--- src/rtl/general_register_writeback.sv ---
// Write-side front end for the GPR file: request FIFO, 8/16/32-bit merge, full-width write port.
// Optional define GPR_WRITEBACK_FORWARD_EN bypasses the in-flight write into the merge base.
module general_register_writeback #(
  parameter int DEPTH = 2
) (
  input  logic        clock,
  input  logic        reset,
  input  logic        req_valid,
  output logic        req_ready,
  input  logic [2:0]  req_index,
  input  logic [1:0]  req_size,
  input  logic        req_high,
  input  logic [31:0] req_data,
  input  logic        hold,
  input  logic [31:0] EAX,
  input  logic [31:0] EBX,
  input  logic [31:0] ECX,
  input  logic [31:0] EDX,
  input  logic [31:0] ESI,
  input  logic [31:0] EDI,
  input  logic [31:0] EBP,
  input  logic [31:0] ESP,
  output logic        write_enable,
  output logic [2:0]  write_index,
  output logic [31:0] write_data,
  output logic        error,
  output logic        busy
);

  localparam int PTR_W = $clog2(DEPTH);
  localparam int CNT_W = PTR_W + 1;

  localparam logic [1:0] SIZE_BYTE    = 2'b00;
  localparam logic [1:0] SIZE_WORD    = 2'b01;
  localparam logic [1:0] SIZE_ILLEGAL = 2'b11;

  typedef struct packed {
    logic [2:0]  index;
    logic [1:0]  size;
    logic        high;
    logic [31:0] data;
  } entry_t;

  entry_t           fifo_mem [DEPTH];
  logic [PTR_W-1:0] wr_ptr;
  logic [PTR_W-1:0] rd_ptr;
  logic [CNT_W-1:0] count;

  entry_t      head;
  logic        push;
  logic        pop;
  logic        stall;
  logic        fwd_hit;
  logic        illegal;
  logic [31:0] base;
  logic [31:0] merged;

  assign req_ready = (count != CNT_W'(DEPTH));
  assign busy      = (count != '0) || write_enable;
  assign head      = fifo_mem[rd_ptr];
  assign push      = req_valid && req_ready;
  assign pop       = (count != '0) && !hold && !stall;
  assign fwd_hit   = write_enable && (write_index == head.index);

  // The write in flight has not reached the register file yet, so its value
  // is either bypassed into the base or the pop waits one cycle for it.
  always_comb begin
    case (head.index)
      3'd0:    base = EAX;
      3'd1:    base = EBX;
      3'd2:    base = ECX;
      3'd3:    base = EDX;
      3'd4:    base = ESI;
      3'd5:    base = EDI;
      3'd6:    base = EBP;
      default: base = ESP;
    endcase
`ifdef GPR_WRITEBACK_FORWARD_EN
    stall = 1'b0;
    if (fwd_hit) base = write_data;
`else
    stall = fwd_hit;
`endif
  end

  always_comb begin
    merged  = head.data;
    illegal = (head.size == SIZE_ILLEGAL) ||
              ((head.size == SIZE_BYTE) && head.high && head.index[2]);
    case (head.size)
      SIZE_BYTE: merged = head.high ? {base[31:16], head.data[7:0], base[7:0]}
                                    : {base[31:8], head.data[7:0]};
      SIZE_WORD: merged = {base[31:16], head.data[15:0]};
      default:   merged = head.data;
    endcase
  end

  always_ff @(posedge clock) begin
    if (push) fifo_mem[wr_ptr] <= '{index: req_index, size: req_size, high: req_high, data: req_data};
  end

  always_ff @(posedge clock) begin
    if (reset) begin
      wr_ptr <= '0;
      rd_ptr <= '0;
      count  <= '0;
    end else begin
      if (push) wr_ptr <= wr_ptr + 1'b1;
      if (pop)  rd_ptr <= rd_ptr + 1'b1;
      case ({push, pop})
        2'b10:   count <= count + 1'b1;
        2'b01:   count <= count - 1'b1;
        default: count <= count;
      endcase
    end
  end

  // Index and data hold their last value; only the strobes are single-cycle.
  always_ff @(posedge clock) begin
    if (reset) begin
      write_enable <= 1'b0;
      write_index  <= '0;
      write_data   <= '0;
      error        <= 1'b0;
    end else begin
      write_enable <= 1'b0;
      error        <= 1'b0;
      if (pop) begin
        if (illegal) begin
          error <= 1'b1;
        end else begin
          write_enable <= 1'b1;
          write_index  <= head.index;
          write_data   <= merged;
        end
      end
    end
  end

endmodule

--- config.mk ---
export PLATFORM = sky130hd
export DESIGN_NAME = general_register_writeback
export DESIGN_NICKNAME = d
export VERILOG_FILES = /design/src/rtl/general_register_writeback.sv
export SDC_FILE = /design/constraint.sdc
export NUM_CORES = 1
export LEC_CHECK = 0
export CAP_MARGIN = 20
export CORE_MARGIN = 2
export CORE_UTILIZATION = 45
export DETAILED_ROUTE_END_ITERATION = 12
export GPL_ROUTABILITY_DRIVEN = 0
export PLACE_DENSITY = 0.87
export REMOVE_ABC_BUFFERS = 1
export SYNTH_ARGS = -nofsm -noshare
export SYNTH_HDL_FRONTEND = slang
export SYNTH_SLANG_ARGS = --single-unit
--- constraint.sdc ---
create_clock -name clock -period 6.25 [get_ports clock]
set_clock_uncertainty 0.05 [all_clocks]
set_input_delay 1.25 -clock clock [delete_from_list [all_inputs] [get_ports clock]]
set_output_delay 1.25 -clock clock [all_outputs]
set_load 0.005 [all_outputs]
Word level (Yosys, flattened, before mapping)
Memory sizes are Yosys's and may differ from the RTL's. A register that Yosys moved wholly into a read port is not among the register bits.
Index checks and enable logic that the tools add are counted.
{"block": "totals", "ff_bits": 41, "latchBits": 0, "ram_bits": 76, "romBits": 0, "out_inout_bits": 39, "wordCells": 52, "memories": 1}
{"block": "op_classes", "add_sub_neg": 4, "mul": 0, "div_mod_pow": 0, "n_lt_le_gt_ge": 0, "n_eq_ne": 12, "shift": 0, "muxes": 10, "bitwise_logic": 2, "n_reduce_logical": 16}
{"name": "fifo_mem", "words": 2, "word_bits": 38, "read_ports": 1, "rd_ports_with_merged_regs": 1, "write_ports": 1, "line_no": "44", "text": "entry_t fifo_mem [DEPTH];"}
{"op": "one-hot mux 32 bit (7 select lines)", "count": 1}
{"op": "one-hot mux 32 bit (2 select lines)", "count": 1}
{"op": "2-to-1 mux 16 bit", "count": 1}
{"op": "== test 3 bit, second input constant", "count": 3}
{"op": "== test 3 x 2 -> 1 bit, second input constant", "count": 2}
{"op": "logical AND 1 bit", "count": 6}
{"op": "2-to-1 mux 1 bit", "count": 6}
{"op": "== test 2 x 1 -> 1 bit, second input constant", "count": 2}
{"op": "== test 2 bit, second input constant", "count": 2}
{"op": "one-hot mux 2 bit (2 select lines)", "count": 1}
{"op": "nonzero test 2 bit", "count": 2}
{"op": "== test 3 x 1 -> 1 bit, second input constant", "count": 1}
{"op": "== test 3 bit", "count": 1}
{"op": "logical NOT 3 bit", "count": 1}
{"op": "adder 1 bit, second input constant", "count": 2}
{"op": "adder 2 x 1 -> 2 bit, second input constant", "count": 1}
{"op": "logical NOT 1 bit", "count": 2}
{"op": "logical NOT 2 bit", "count": 1}
{"op": "logical OR 1 bit", "count": 2}
{"op": "!= test 2 bit, second input constant", "count": 1}
{"op": "inverter 1 bit", "count": 2}
{"op": "AND reduction 2 bit", "count": 1}
{"op": "OR reduction 2 bit", "count": 1}
{"op": "subtractor 2 x 1 -> 2 bit, second input constant", "count": 1}

Depth between registers and ports, before layout
{"block": "depth", "word_depth": 6, "mapped_depth": 10}

Worst setup path before layout
OpenSTA, ideal clock, no wires.
{"block": "synth_timing", "path_kind": "in2reg", "from": "input req_valid", "to": "memory fifo_mem[0][0] (netlist name) (enable)", "setup_ns": 0.433, "arrival_ns": 2.945, "required_time_ns": 5.767, "setup_slack_ns": 2.822, "path_stages": 2, "path_buffers": 0, "cell_sequence": "nand2_1 nor2_1"}
{"block": "synth_via", "elab_chain_len": 3}
{"item": "from (decl)", "line_no": "8", "text": "input logic req_valid,"}
{"item": "logical AND 1 bit", "line_no": "61", "text": "assign push = req_valid && req_ready;"}
{"item": "2-to-1 mux 1 bit", "line_no": "99", "text": "if (push) fifo_mem[wr_ptr] <= '{index: req_index, size: req_size, high: req_high, data: req_data};"}
{"item": "2-to-1 mux 1 bit (implied by the code)", "line_no": "99"}
{"item": "to (decl)", "line_no": "44"}
Every way passes these cells.

==> summary.txt <==
outcome -> completed
Clock Sink Count -> 118
Ports -> 337
crit path cell chain -> mux2_2 -> nor2_1 -> a222oi_1 -> nor2_1 -> a2111oi_0 -> o41ai_1
worst slew margin relative to its limit -> 21.9%
category of the worst setup path capture point -> flip-flop
power density of the placed cells -> 361 nW/um^2
number of max-slew violations in the final report -> 0
clock transition at the register clock pins on the worst setup and hold paths after CTS -> 0.05 ns
Worst Max-Slew Pin Slew -> 1.17 ns
area overhead of the layout relative to synthesis -> 56.2%
Pre-antenna DRT Iters -> 6
clock root buffer -> clkbuf_16
final non-filler cell total -> 1255
crit-path max cell delay -> 0.95 ns
most frequent cell on the critical path -> nor2_1
pin count of the biggest net entering global routing -> 70
async set-or-reset flop fraction in the synthesized netlist -> 0%
Die ar. -> 16900 um^2
Via density -> 6.42
crit start category -> flip-flop
count of port buffers added during placement -> 336
clock tree buffer depth -> 2
first-pass GRT wire length -> 44.3 mm
average wire per standard cell -> 24.4 um
unrepaired setup endpoints after global routing -> false
via count of the first global-routing pass -> 7996
final worst setup slack -> 2.61 ns
maximum level of the CTS H-tree -> 4
class of the most critical setup path -> reg -> reg
signal arrival time at the worst endpoint -> 3.90 ns
accumulated negative setup slack -> 0 ns
Achievable Freq -> 274 MHz
number of buffers added to fix hold violations after cts -> 0
Worst path slowest cell -> nor2_1
Fill cells -> 1187
shortest clock period the worst path allows after layout -> 3.64 ns
minimum hold slack -> 0.411 ns
CTS tree -> done
number of distinct library cells after synthesis -> 64
number of buffers and inverters on the critical path -> 0
count of nets left with antenna violations after detail routing -> 0
DR iter-0 viols -> 975
top cells by instance count after synthesis -> 80 x nor2_1, 76 x edfxtp_1, 61 x o21ai_0
post-CTS sizing -> 0
Leakage Power -> 0.00380 uW
via count -> 8057
Post-CTS Repair Setup Buffers -> 0
library cell occupying the most area in the post-synthesis netlist -> edfxtp_1
clock latency of the later-clocked register in the worst-skew pair -> 0.42 ns
Finish-stage setup viols -> 0
per-instance average area after synthesis -> 9.86 um^2
hold crit path type -> reg -> reg
initial antenna violation count -> 1
kind of cell adding the most delay to the critical path -> simple AND/OR/NAND/NOR gates
Placed Cells -> 1221
floorplan die height -> 130 um
number of standard cells after synthesis -> 723
placeable core region -> 15700 um^2
Primary FF master, synth -> edfxtp_1
count of max-cap constraint violations -> 0
NumNets Final -> 1324
VDD IR max -> 0.269 mV
hpwl dp -> 21.6 mm
number of synthesized flops with an enable pin -> 76
std cell rows -> 46
drt total wl -> 30.6 mm
fraction of layout instances using a drive strength above 1 -> 10.4%
worst endpoint required time -> 6.50 ns
number of hold-slack violations in the final timing report -> 0
count leader, synth -> nor2_1
Horiz. Die Dim -> 130 um
total CTS buffers -> 17
maximum fanout along the worst path -> 69
detailed-route DRC error count -> 0
Starting Density -> 45.4%
share of the synthesized area in the top cell type -> 32.0%
largest cells by area after synthesis -> edfxtp_1 32%, dfxtp_1 12%, mux2_2 4.7%
count of yosys warnings during synthesis -> 0
GRT Util Overall -> 35.3%
pre-CTS setup slack -> 2.61 ns
post-synthesis sequential area ratio -> 43.8%
leftover overflow at the end of global routing -> 0
Period Utilization, post-route -> 58.3%
number of synthesized register bits -> 118
area of the mapped netlist -> 7130 um^2
final cells by class:
cell class | count | area (um^2) | share of cell area [%]
Multi-Input combinational cell | 536 | 3690 | 33.1
Timing Repair Buffer | 348 | 3460 | 31.1
Sequential cell | 118 | 3130 | 28.1
Clock buffer | 22 | 444 | 3.99
Tap cell | 216 | 270 | 2.43
Clock inverter | 10 | 130 | 1.17
Inverter | 4 | 15.0 | 0.135
Antenna cell | 1 | 2.50 | 0.0225
sequential cells by signal (all words and copies together), names as in the netlist, named ones only:
signal and cells:
wr_ptr 1, fifo_mem 76, rd_ptr 1, error 1
write_enable 1, write_index 3, count 2, write_data 32
cell usage in the layout, fill, tap and decap left out, drive strengths merged, types with 18 or more instances in the layout:
| cell type | n |
|---|---|
| clkdlybuf4s50 | 335 |
| nor2 | 81 |
| edfxtp | 76 |
| o21ai | 61 |
| nand2 | 52 |
| dfxtp | 42 |
| mux2 | 32 |
| nor3 | 31 |
| mux2i | 27 |
| a31oi | 25 |
| a21oi | 22 |
| clkbuf | 22 |
| a22oi | 19 |
| o211ai | 18 |
cell families (layout without fill, tap and decap cells):
logic type      after synthesis  after routing  synth area share (%)
other cells                   0              1                     0
flops                       118            118                  43.8
mux                          59             59                  9.47
fa+ha+maj                     1              1                 0.175
buf+inv                      69            384                  4.72
simple gates                219            219                  15.5
compound gates              250            250                  25.5
xor+xnor                      7              7                 0.860
per-stage QoR:
step	util [%]	area, um^2	total power [uW]
4_1_cts	70.8	11100	3960
2_1_floorplan	-	6810	2160
5_1_grt	70.9	11100	4170
3_5_place_dp	67.1	10500	3000
6_report	70.9	11100	4020
3_3_place_gp	67.1	10500	2950
tightest hold or removal path, delay by kind of cell (launching register included):
kind | cells | cell delay [ns]
and+or+nand+nor | 1 | 0.05
DFF | 1 | 0.31
AOI/OAI and AO/OA | 1 | 0.05
final timing paths:
| kind | from | slack, ns | endpoint | depth (start not counted) |
|---|---|---|---|---|
| setup / recovery | flip-flop | 2.61 | write_data[10]$_SDFFE_PP0P_ | 6 |
| hold / removal | write_data[2]$_SDFFE_PP0P_ | 0.41 | write_data[2]$_SDFFE_PP0P_ | 2 |
| setup reg to reg | flip-flop | 2.61 | write_data[10]$_SDFFE_PP0P_ | 6 |
| hold reg to reg | write_data[2]$_SDFFE_PP0P_ | 0.41 | write_data[2]$_SDFFE_PP0P_ | 2 |
layer usage:
| layer | up-vias | share of wire, % | GRT usage [%] |
|---|---|---|---|
| li1 | 3458 | - | - |
| met1 | 3729 | 33 | 39.5 |
| met2 | 724 | 49 | 60.0 |
| met3 | 146 | 12 | 10.2 |
| met4 | 0 | 5.7 | 20.9 |
| met5 | - | 0 | 0 |
where the power goes:
group	switching, uW	internal, uW	leakage (uW)
clock network	337	622	0.000279
registers	166	1020	0.00105
logic	1080	806	0.00246
total	1580	2440	0.00380
(Power assumes the default switching activity.)
